===== src/rtl/sseg_mux_driver.sv =====
// Time-multiplexed seven-segment driver for multi-digit displays.
// Scans one digit per refresh slot, with per-digit blank/DP masks,
// leading-zero suppression and selectable output polarity.
module sseg_mux_driver #(
    parameter int DIGITS      = 4,
    parameter int REFRESH_DIV = 100000,
    parameter bit ACTIVE_LOW  = 1'b1
) (
    input  logic                  clk,
    input  logic                  reset,
    input  logic [4*DIGITS-1:0]   hex,
    input  logic [DIGITS-1:0]     dp,
    input  logic [DIGITS-1:0]     blank,
    input  logic                  lz_suppress,
    output logic [DIGITS-1:0]     an,
    output logic [6:0]            seg,
    output logic                  dp_out,
    output logic                  digit_strobe
);

    localparam int CW = (REFRESH_DIV > 1) ? $clog2(REFRESH_DIV) : 1;
    localparam int IW = (DIGITS > 1) ? $clog2(DIGITS) : 1;
    localparam logic [CW-1:0] DIV_LAST = CW'(REFRESH_DIV - 1);
    localparam logic [IW-1:0] IDX_LAST = IW'(DIGITS - 1);

    // Masks XORed onto the logical active-low values to get pin polarity.
    localparam logic [DIGITS-1:0] AN_POL  = ACTIVE_LOW ? '0 : '1;
    localparam logic [6:0]        SEG_POL = ACTIVE_LOW ? '0 : '1;
    localparam logic              DP_POL  = ACTIVE_LOW ? 1'b0 : 1'b1;

    logic [CW-1:0]     r_div_cnt;
    logic [IW-1:0]     r_idx;
    logic [DIGITS-1:0] r_an;
    logic [6:0]        r_seg;
    logic              r_dp_out;
    logic              r_digit_strobe;

    logic              w_tc;
    logic              w_run_zero;
    logic [DIGITS-1:0] w_dark_mask;
    logic [3:0]        w_nib;
    logic              w_sel_dark;
    logic              w_sel_dp;
    logic [DIGITS-1:0] w_an_l;
    logic [6:0]        w_dec_l;
    logic [6:0]        w_seg_l;
    logic              w_dp_l;

    assign w_tc = (r_div_cnt == DIV_LAST);

    // Per-digit dark mask: blanked, or a suppressed leading zero.
    // Walks from the most significant digit down so w_run_zero holds
    // "this nibble and every one above it are zero".
    always_comb begin
        w_run_zero  = 1'b1;
        w_dark_mask = '0;
        for (int unsigned j = 0; j < DIGITS; j++) begin
            w_run_zero = w_run_zero & (hex[4*(DIGITS-1-j) +: 4] == 4'h0);
            w_dark_mask[DIGITS-1-j] = blank[DIGITS-1-j]
                                    | (lz_suppress & w_run_zero & (j != DIGITS-1));
        end
    end

    // Select the scanned digit's nibble, darkness and DP; build logical anodes.
    always_comb begin
        w_nib      = 4'h0;
        w_sel_dark = 1'b1;
        w_sel_dp   = 1'b0;
        w_an_l     = '1;
        for (int unsigned j = 0; j < DIGITS; j++) begin
            if (r_idx == IW'(j)) begin
                w_nib      = hex[4*j +: 4];
                w_sel_dark = w_dark_mask[j];
                w_sel_dp   = dp[j];
                w_an_l[j]  = w_dark_mask[j];
            end
        end
    end

    // Hex to active-low segment pattern {g,f,e,d,c,b,a}.
    always_comb begin
        unique case (w_nib)
            4'h0: w_dec_l = 7'h40;
            4'h1: w_dec_l = 7'h79;
            4'h2: w_dec_l = 7'h24;
            4'h3: w_dec_l = 7'h30;
            4'h4: w_dec_l = 7'h19;
            4'h5: w_dec_l = 7'h12;
            4'h6: w_dec_l = 7'h02;
            4'h7: w_dec_l = 7'h78;
            4'h8: w_dec_l = 7'h00;
            4'h9: w_dec_l = 7'h10;
            4'hA: w_dec_l = 7'h08;
            4'hB: w_dec_l = 7'h03;
            4'hC: w_dec_l = 7'h46;
            4'hD: w_dec_l = 7'h21;
            4'hE: w_dec_l = 7'h06;
            default: w_dec_l = 7'h0E;
        endcase
    end

    // Dark digits force all segments and the DP off.
    always_comb begin
        w_seg_l = w_sel_dark ? 7'h7F : w_dec_l;
        w_dp_l  = w_sel_dark ? 1'b1  : ~w_sel_dp;
    end

    // Prescaler, scan index and registered pin outputs.
    // The strobe marks the cycle in which a freshly advanced index is first
    // on the anodes, i.e. the output registered while div_cnt was 0.
    always_ff @(posedge clk or posedge reset) begin
        if (reset) begin
            r_div_cnt      <= '0;
            r_idx          <= '0;
            r_digit_strobe <= 1'b0;
            r_an           <= '1 ^ AN_POL;
            r_seg          <= 7'h7F ^ SEG_POL;
            r_dp_out       <= 1'b1 ^ DP_POL;
        end else begin
            r_div_cnt <= w_tc ? '0 : r_div_cnt + 1'b1;
            if (w_tc && (DIGITS > 1)) begin
                r_idx <= (r_idx == IDX_LAST) ? '0 : r_idx + 1'b1;
            end
            r_digit_strobe <= (r_div_cnt == '0);
            r_an           <= w_an_l ^ AN_POL;
            r_seg          <= w_seg_l ^ SEG_POL;
            r_dp_out       <= w_dp_l ^ DP_POL;
        end
    end

    assign an           = r_an;
    assign seg          = r_seg;
    assign dp_out       = r_dp_out;
    assign digit_strobe = r_digit_strobe;

endmodule


===== config.mk =====
export PLATFORM = sky130hd
export DESIGN_NAME = sseg_mux_driver
export DESIGN_NICKNAME = d
export VERILOG_FILES = /design/src/rtl/sseg_mux_driver.sv
export SDC_FILE = /design/constraint.sdc
export NUM_CORES = 1
export LEC_CHECK = 0
export BUFFER_PORTS_ARGS = -buffer_cell sky130_fd_sc_hd__buf_4
export CORE_UTILIZATION = 58
export CTS_CLUSTER_SIZE = 12
export DETAILED_ROUTE_END_ITERATION = 8
export GPL_TIMING_DRIVEN = 0
export PLACE_DENSITY = 0.84
export REMOVE_ABC_BUFFERS = 1
export SYNTH_ARGS = -nofsm -noshare
export SYNTH_HDL_FRONTEND = slang
export SYNTH_SLANG_ARGS = --single-unit

===== constraint.sdc =====
create_clock -name clk -period 4.6 [get_ports clk]
set_input_delay 0.69 -clock clk [delete_from_list [all_inputs] [get_ports clk]]
set_output_delay 0.69 -clock clk [all_outputs]
set_load 0.005 [all_outputs]

**Word level (Yosys, flattened, before mapping)**

Memory sizes are Yosys's and may differ from the RTL's.
Index checks and enable logic that the tools add are counted.
Widths: inputs -> output; s select.

- Bits in registers: 32
- Memory bits (read-only): 112
- Bits of input ports: 27
- Output and inout port bits: 13
- Logic and storage cells: 46
- Memories: 1

Memories:

| memory | depth | bits a word | rd ports | clocked after memory_dff | write ports | line | text |
|---|---|---|---|---|---|---|---|
| (no name shown) | 16 | 7 | 1 | 0 | 0 | 82 | `unique case (w_nib)` |

- Add/subtract/negate cells: 2
- Equal/unequal tests: 4
- Mux-type cells: 19
- Bitwise gates (word level): 9
- Reductions and logical operators: 5

Operator list:

| kind | count |
|---|---|
| $add 17x1->17 const B | 1 |
| $eq 17x17->1 const B | 1 |
| $logic_not 17->1 | 1 |
| $mux 17 | 1 |
| $mux 4 | 4 |
| $logic_not 4->1 | 3 |
| $mux 1 | 12 |
| $mux 7 | 1 |
| $and 1x1->1 | 5 |
| $eq 2x2->1 const B | 2 |
| $or 1x1->1 | 3 |
| $add 2x1->2 const B | 1 |
| $eq 2x1->1 const B | 1 |
| $logic_not 2->1 | 1 |
| $mux 2 | 1 |
| $not 1->1 | 1 |

**Longest topological paths before layout**

Gate-level depths: netlist (run 1).

- Word-level depth: 9
- Depth in mapped cells: 11
- Depth with buffers taken out: 10

**Worst setup path before layout (run 1)**

Ideal clock, no wire load.

- Kind: register to register
- Start point: register r_idx[0]
- End point: register r_seg[0] (netlist: seg[0])
- Arrival time: 2061 ps
- Required time: 4510 ps
- Path slack: 2449 ps
- Cell stages (with the launch flop): 11
- Path through: dfrtp_1 > ha_1 > buf_6 > buf_4 > a211oi_1 > a211o_1 > inv_1 > ha_1 > or3_1 > o221ai_2 > nand2_1

- Cells in the longest elaborated chain, start to end: 7
- Elaborated cells between the ends (all ways): 14
- Classes of those cells: 3 x eq/ne; 9 x mux; 1 x reduce/logical; 1 x memory

Ends and longest elaborated chain:

| what | line | text |
|---|---|---|
| from (decl) | 32 | `logic [IW-1:0] r_idx;` |
| from (signal assigned) | 122 | `r_idx <= (r_idx == IDX_LAST) ? '0 : r_idx + 1'b1;` |
| $logic_not 2->1 | 71 | `if (r_idx == IW'(j)) begin` |
| $mux 4 (4 in series) | 71 |  |
| $mem_v2 16x7 | - |  |
| $mux 7 * | 104 | `w_seg_l = w_sel_dark ? 7'h7F : w_dec_l;` |
| via w_seg_l[0] | 46 | `logic [6:0] w_seg_l;` |
| to (signal assigned) | 117 | `r_seg <= 7'h7F ^ SEG_POL;` |
| to (signal assigned) | 126 | `r_seg <= w_seg_l ^ SEG_POL;` |
| to (decl) | 34 | `logic [6:0] r_seg;` |

Mark *: on every way through the listed nets, which the timed path passes. The rest lies on a longest branch.
A chain may end at the register's enable or synchronous reset.

**Worst setup path after layout (run 1)**

- Start point: register r_idx[0]
- End point: register r_seg[3] (netlist: seg[3])

Same word-level chain as after synthesis.

==> results.py, run 1 <==
metrics = {
    "outcome": {
        "status": "complete, no violations",
    },
    "sta": {
        "drv_slew": 0,
        "tightestPinTransition_ps": 1158,
        "period_share_pct": 53.63,
        "period_needed_ps": 2467,
        "finalHoldViolCount": 0,
        "setup_viol": 0,
        "whs_ps": 509.9,
        "clock.fmax_ghz": 0.4053,
        "relSlewSlack_pct": 22.74,
        "rsz0062_at_grt": "no",
        "finalSetupTns_ps": 0,
        "clock_skew_ps": 9.565,
    },
    "clock_tree": {
        "cts_buffer_depth": 2,
        "root_buffer": "clkbuf_4",
        "cts_hold_buf": 0,
        "cts_setup_buffers": 0,
        "tritoncts.num_buffers": 5,
        "cts_tree": "built",
        "clkSlewWorstSetupHoldPaths_ps": 90,
        "h-tree-depth": 2,
        "post_cts_resized": 0,
        "clk-insertion-delay-late_ps": 330,
        "numClockSinks": 32,
    },
    "yosys": {
        "synth-simple-area-share_pct": 24.87,
        "synth_xor_area_share_pct": 6.818,
        "syn_area_um2": 1927,
        "synth_top_family_by_area": "simple AND/OR/NAND/NOR gates",
        "synthArstFlopShare_pct": 100.0,
        "synthFlopType": "dfrtp_1",
        "yosysUniqueCellTypes": 45,
        "synth-compound-area-share_pct": 11.23,
        "synth_fa_ha_area_share_pct": 7.792,
        "ys_seq_area_share_pct": 42.34,
        "yosysWarningCount": 0,
        "syn_area_per_cell_um2": 10.04,
        "synthCells": 192,
        "ys_ff_latch": 32,
        "synthMuxAreaShare_pct": 2.078,
        "synth-edff-count": 0,
    },
    "final_layout": {
        "diodes": 0,
        "layout_commonest_cell": "buf_4",
        "utilization_pct": 73.83,
        "drive_gt1_share_pct": 29.31,
        "regArea_um2": 815.8,
        "final_net_count": 270,
        "area_growth_pct": 18.90,
        "layout_common_cells": "buf_4, nand2_1, dfrtp_1",
        "fillers": 231,
        "multi_input_area_um2": 1017,
    },
    "setup_path": {
        "critPathCaptureType": "flop",
        "cp_max_fo": 18,
        "timing.rr.start": "r_idx[0]",
        "crit_chain": "ha_1, a211oi_1, a211oi_2, inv_1, ha_1, nand2_1, o211ai_1, o211ai_1",
        "cp-start-kind": "flop",
        "cp_top_family": "adder cells",
        "rr_endpoint": "seg[3]",
        "r2r_slack_ps": 2130,
        "rr_worst_depth": 8,
        "max_stage_delay_ps": 530,
        "required_ps": 4830,
        "critPathSlowestCell": "ha_1",
        "cp.arrival_ps": 2700,
        "worstSetupPathType": "flop to flop",
        "cp.buffers_inverters": 1,
    },
    "route": {
        "vias": 1526,
        "drc_errors": 0,
        "wl_per_cell_um": 13.59,
        "drt_wl_total_um": 3752,
        "firstDrtPassIters": 4,
        "avgViaCountPerCell": 5.529,
        "ant_nets": 0,
        "drtIter0Drc": 65,
    },
    "placement": {
        "gp_congestion": 0.8239,
        "portBuffers": 39,
        "detailed_place_hpwl_um": 2906,
    },
    "floorplan": {
        "dieArea_um2": 3557,
        "start_util_pct": 62.10,
        "core_area_um2": 3103,
        "die_h_um": 59.64,
        "rows": 20,
        "ios": 40,
        "die_width_um": 59.64,
    },
    "pwr": {
        "leakagePower_nw": 1.027,
        "max-vdd-ir-drop_mv": 0.1529,
        "power_density_nw_per_um2": 236.2,
    },
    "global_route": {
        "grt_pass1_wl_um": 6203,
        "grt_max_degree": 33,
        "grt_pass1_vias": 1444,
        "antenna_found_initial": 0,
        "track_usage_pct": 23.63,
        "globalRouteOverflowTotal": 0,
    },
    "worst_hold_path": {
        "hold_path_end": "r_div_cnt[6]",
        "worstHoldPathType": "flop to flop",
        "hold_depth": 1,
        "min_from": "r_div_cnt[6]",
    },
    "run": {
        "maxCapViolations": 0,
    },
}
[registers in the layout (all words and copies together) (netlist names)]
signal and flops:
r_div_cnt 17, seg 7, an 4, r_idx 2
digit_strobe 1, dp_out 1
[layer usage]
metal	vias to the layer above	global-route usage (%)	part of all wire, %
li1	750	-	-
met1	726	28.11	42
met2	45	40.32	52
met3	5	7.205	4.9
met4	0	7.973	1.0
met5	-	0	0
[stage by stage]
stage | area (µm²) | setup WS (ps) | power (mW) | cells
3_3_place_gp | 2222 | 2288 | 0.3609 | 268
2_1_floorplan | 1874 | 2531 | 0.3291 | 185
3_5_place_dp | 2222 | 2166 | 0.3646 | 268
5_1_grt | 2291 | 1909 | 0.5650 | 276
6_report | 2291 | 2133 | 0.5410 | 276
4_1_cts | 2291 | 2132 | 0.5449 | 276
[where the power goes]
group / switching [mW] / internal [mW]
clock network: 0.0921 / 0.0898
logic: 0.0318 / 0.0345
registers: 0.00150 / 0.291
[cells in the mapped netlist, types with 3 or more instances]
library cell,count,area [µm²]
ha_1,12,150.1
xnor2_1,10,87.58
nand3_1,9,45.04
a211o_1,3,26.28
dfrtp_1,20,500.5
dfstp_2,12,315.3
a211oi_1,4,30.03
nor2_1,18,67.56
inv_1,11,41.29
nor4_1,5,31.28
buf_2,3,15.01
nand3b_1,3,22.52
xor2_1,5,43.79
and3_1,3,18.77
mux2i_1,4,40.04
nor2b_1,6,37.54
a22oi_1,3,22.52
nand2_1,23,86.33
nor3b_1,4,30.03
[how the worst max path moves through the flow]
| stage | startpoint | to | slack, ps | cells past startpoint |
|---|---|---|---|---|
| 4_1_cts | r_idx[0] | seg[3] | 2130 | 8 |
| 3_3_place_gp | r_idx[0] | seg[3] | 2290 | 8 |
| 6_report | r_idx[0] | seg[3] | 2130 | 8 |
| 2_1_floorplan | r_idx[0] | seg[0] | 2530 | 8 |
| 3_5_place_dp | r_idx[0] | seg[3] | 2170 | 8 |
| 5_1_grt | r_idx[0] | seg[3] | 1910 | 8 |
[cell type report]
type / instances / share of cell area (%)
Multi-Input combinational cell: 142 / 44.40
Clock buffer: 8 / 3.004
Sequential cell: 32 / 35.61
Tap cell: 44 / 2.403
Timing Repair Buffer: 39 / 12.78
Inverter: 11 / 1.802
[logic make-up after synthesis]
group | Yosys count
flops | 32
simple gates | 87
fa+ha+maj | 12
mux | 4
xor+xnor | 15
buf+inv | 18
compound gates | 24
No activity file was read; power rests on OpenSTA's default activity.
==> inputs of run 2 (changes only) <==
Settings changed: CORE_UTILIZATION 58 to 49, PLACE_DENSITY 0.84 to 0.75.
Clock period 4.6 ns to 2.2 ns, I/O delays scaled along.
==> run 2 against run 1 <==
Compared with the run above:
- via count down 1.4%
- clock-buffer cell count unchanged
- worst setup slack worse by 2000 ps
- total power up 130%
- clock skew down 5.6 ps
- non-clock buffer count up 5
- core utilization down 7.4 points
- clock power rose to 2.6 times the previous value
- die area up 18%
- highest routed layer unchanged
==> results.py, run 2 (same netlist as run 1, synthesis figures left out) <==
metrics = {
    "setup_path": {
        "max_stage_delay_ps": 420,
        "critPathCaptureType": "flop",
        "required_ps": 2400,
        "cp-start-kind": "flop",
        "cpMostUsedCell": "o211ai_1",
        "crit_chain": "inv_2, ha_4, nand3b_1, a211oi_4, inv_1, ha_1, nand2_1, o211ai_1, o211ai_1",
        "cp.buffers_inverters": 2,
        "critPathSlowestCell": "dfrtp_2",
        "cp.depth": 9,
        "r2r_slack_ps": 110,
        "cp.arrival_ps": 2290,
        "worstSetupPathType": "flop to flop",
        "cp_max_fo": 12,
        "rr_endpoint": "seg[3]",
        "timing.rr.start": "r_idx[1]",
        "cp_top_family": "adder cells",
        "rr_worst_depth": 9,
    },
    "worst_hold_path": {
        "worstHoldPathType": "primary input to flop",
        "min_from": "blank[1]",
        "hold_path_end": "an[1]",
        "hold_depth": 3,
    },
    "floorplan": {
        "die_h_um": 64.71,
        "dieArea_um2": 4187,
        "rows": 22,
        "start_util_pct": 51.85,
        "ios": 40,
        "die_width_um": 64.71,
        "core_area_um2": 3716,
    },
    "route": {
        "avgViaCountPerCell": 5.281,
        "drt_wl_total_um": 3741,
        "firstDrtPassIters": 4,
        "top_layer_used": "met4",
        "drc_errors": 0,
        "wl_per_cell_um": 13.13,
        "drtIter0Drc": 84,
        "vias": 1505,
        "wl_met2_um": 1823,
        "met3_length_um": 143,
        "ant_nets": 0,
        "drt-met1-wl_um": 1706,
    },
    "sta": {
        "tightestPinTransition_ps": 1123,
        "relSlewSlack_pct": 25.02,
        "period_needed_ps": 2090,
        "setup_viol": 0,
        "finalSetupTns_ps": 0,
        "clock_skew_ps": 4.012,
        "drv_slew": 0,
        "period_share_pct": 94.98,
        "finalHoldViolCount": 0,
        "clock.fmax_ghz": 0.4786,
    },
    "placement": {
        "gp_congestion": 0.7554,
        "detailed_place_hpwl_um": 2647,
        "place_area_um2": 2227,
        "portBuffers": 39,
    },
    "clock_tree": {
        "tritoncts.num_buffers": 5,
        "cts_buffer_depth": 2,
        "cts_tree": "built",
        "root_buffer": "clkbuf_8",
        "numClockSinks": 32,
        "h-tree-depth": 2,
        "clk-insertion-delay-late_ps": 280,
        "clkSlewWorstSetupHoldPaths_ps": 60,
        "cts_hold_buf": 0,
    },
    "final_layout": {
        "final_net_count": 275,
        "area_growth_pct": 28.12,
        "largest_reg_flops": 17,
        "layout_common_cells": "buf_4, nand2_1, nor2_1, dfrtp_1, dfstp_2",
        "drive_gt1_share_pct": 36.29,
        "regArea_um2": 818.3,
        "layout_commonest_cell": "buf_4",
        "regMostFlops": "r_div_cnt",
        "fillers": 297,
        "multi_input_area_um2": 1106,
        "diodes": 0,
        "design_area_um2": 2469,
    },
    "pwr": {
        "power_density_nw_per_um2": 503.9,
        "leakagePower_nw": 1.091,
        "max-vdd-ir-drop_mv": 0.2046,
    },
    "global_route": {
        "antenna_found_initial": 0,
        "grt_pass1_wl_um": 6189,
        "track_usage_pct": 19.32,
        "globalRouteOverflowTotal": 0,
        "grt_max_degree": 33,
        "grt_pass1_vias": 1424,
    },
    "outcome": {
        "status": "complete, no violations",
    },
    "run": {
        "maxCapViolations": 0,
    },
}
run 2: cell types whose count changed in the layout (fill, tap and decap cells not counted), sizes merged:
cell  before  now
buf       39   44
run 2: cell type report:
cell class	instances	area share (%)
clock buffer	8	4.055
inverter	11	1.673
multi-input combinational	142	44.80
sequential	32	33.15
tap	48	2.433
timing repair buffer	44	13.89
run 2: layer usage:
layer  track usage (%)  vias to the layer above
li1                  -                      760
met1             23.85                      707
met2             31.90                       32
met3             4.577                        6
met4             8.333                        0
met5                 0                        -
run 2: how the worst max path moves through the flow:
stage / startpoint / end / slack, ps
2_1_floorplan: r_idx[0] / seg[0] / 130
3_3_place_gp: r_idx[0] / seg[3] / -170
3_5_place_dp: r_idx[1] / seg[3] / -180
4_1_cts: r_idx[1] / seg[3] / 8
5_1_grt: r_idx[0] / seg[0] / -1
6_report: r_idx[1] / seg[3] / 110
run 2: worst min-delay path, cell delays in order:
cell and delay, ps:
buf_4 80, nor2b_1 40, nand2_1 50
run 2: repair_timing:
item,4_1_cts,5_1_grt
endpoints found under the setup margin,9,6
setup buffers,4,1
gates resized for setup,6,13
pin swaps,3,1
run 2: power breakdown:
part,leakage (nW),internal [mW],switching (mW)
registers,0.388,0.610,0.00311
logic,0.652,0.0813,0.0684
clock network,0.0515,0.285,0.196
run 2: through the flow:
step / util (%) / setup slack [ps] / power (mW) / hold WS [ps] / cells
2_1_floorplan: - / 131.3 / 0.6881 / 437.3 / 185
3_3_place_gp: 59.93 / -169.9 / 0.7595 / 482.5 / 272
3_5_place_dp: 59.93 / -179.5 / 0.7606 / 480.9 / 272
4_1_cts: 64.48 / 7.835 / 1.261 / 232.2 / 284
5_1_grt: 66.43 / -1.476 / 1.304 / 252.1 / 285
6_report: 66.43 / 110.4 / 1.244 / 246.6 / 285
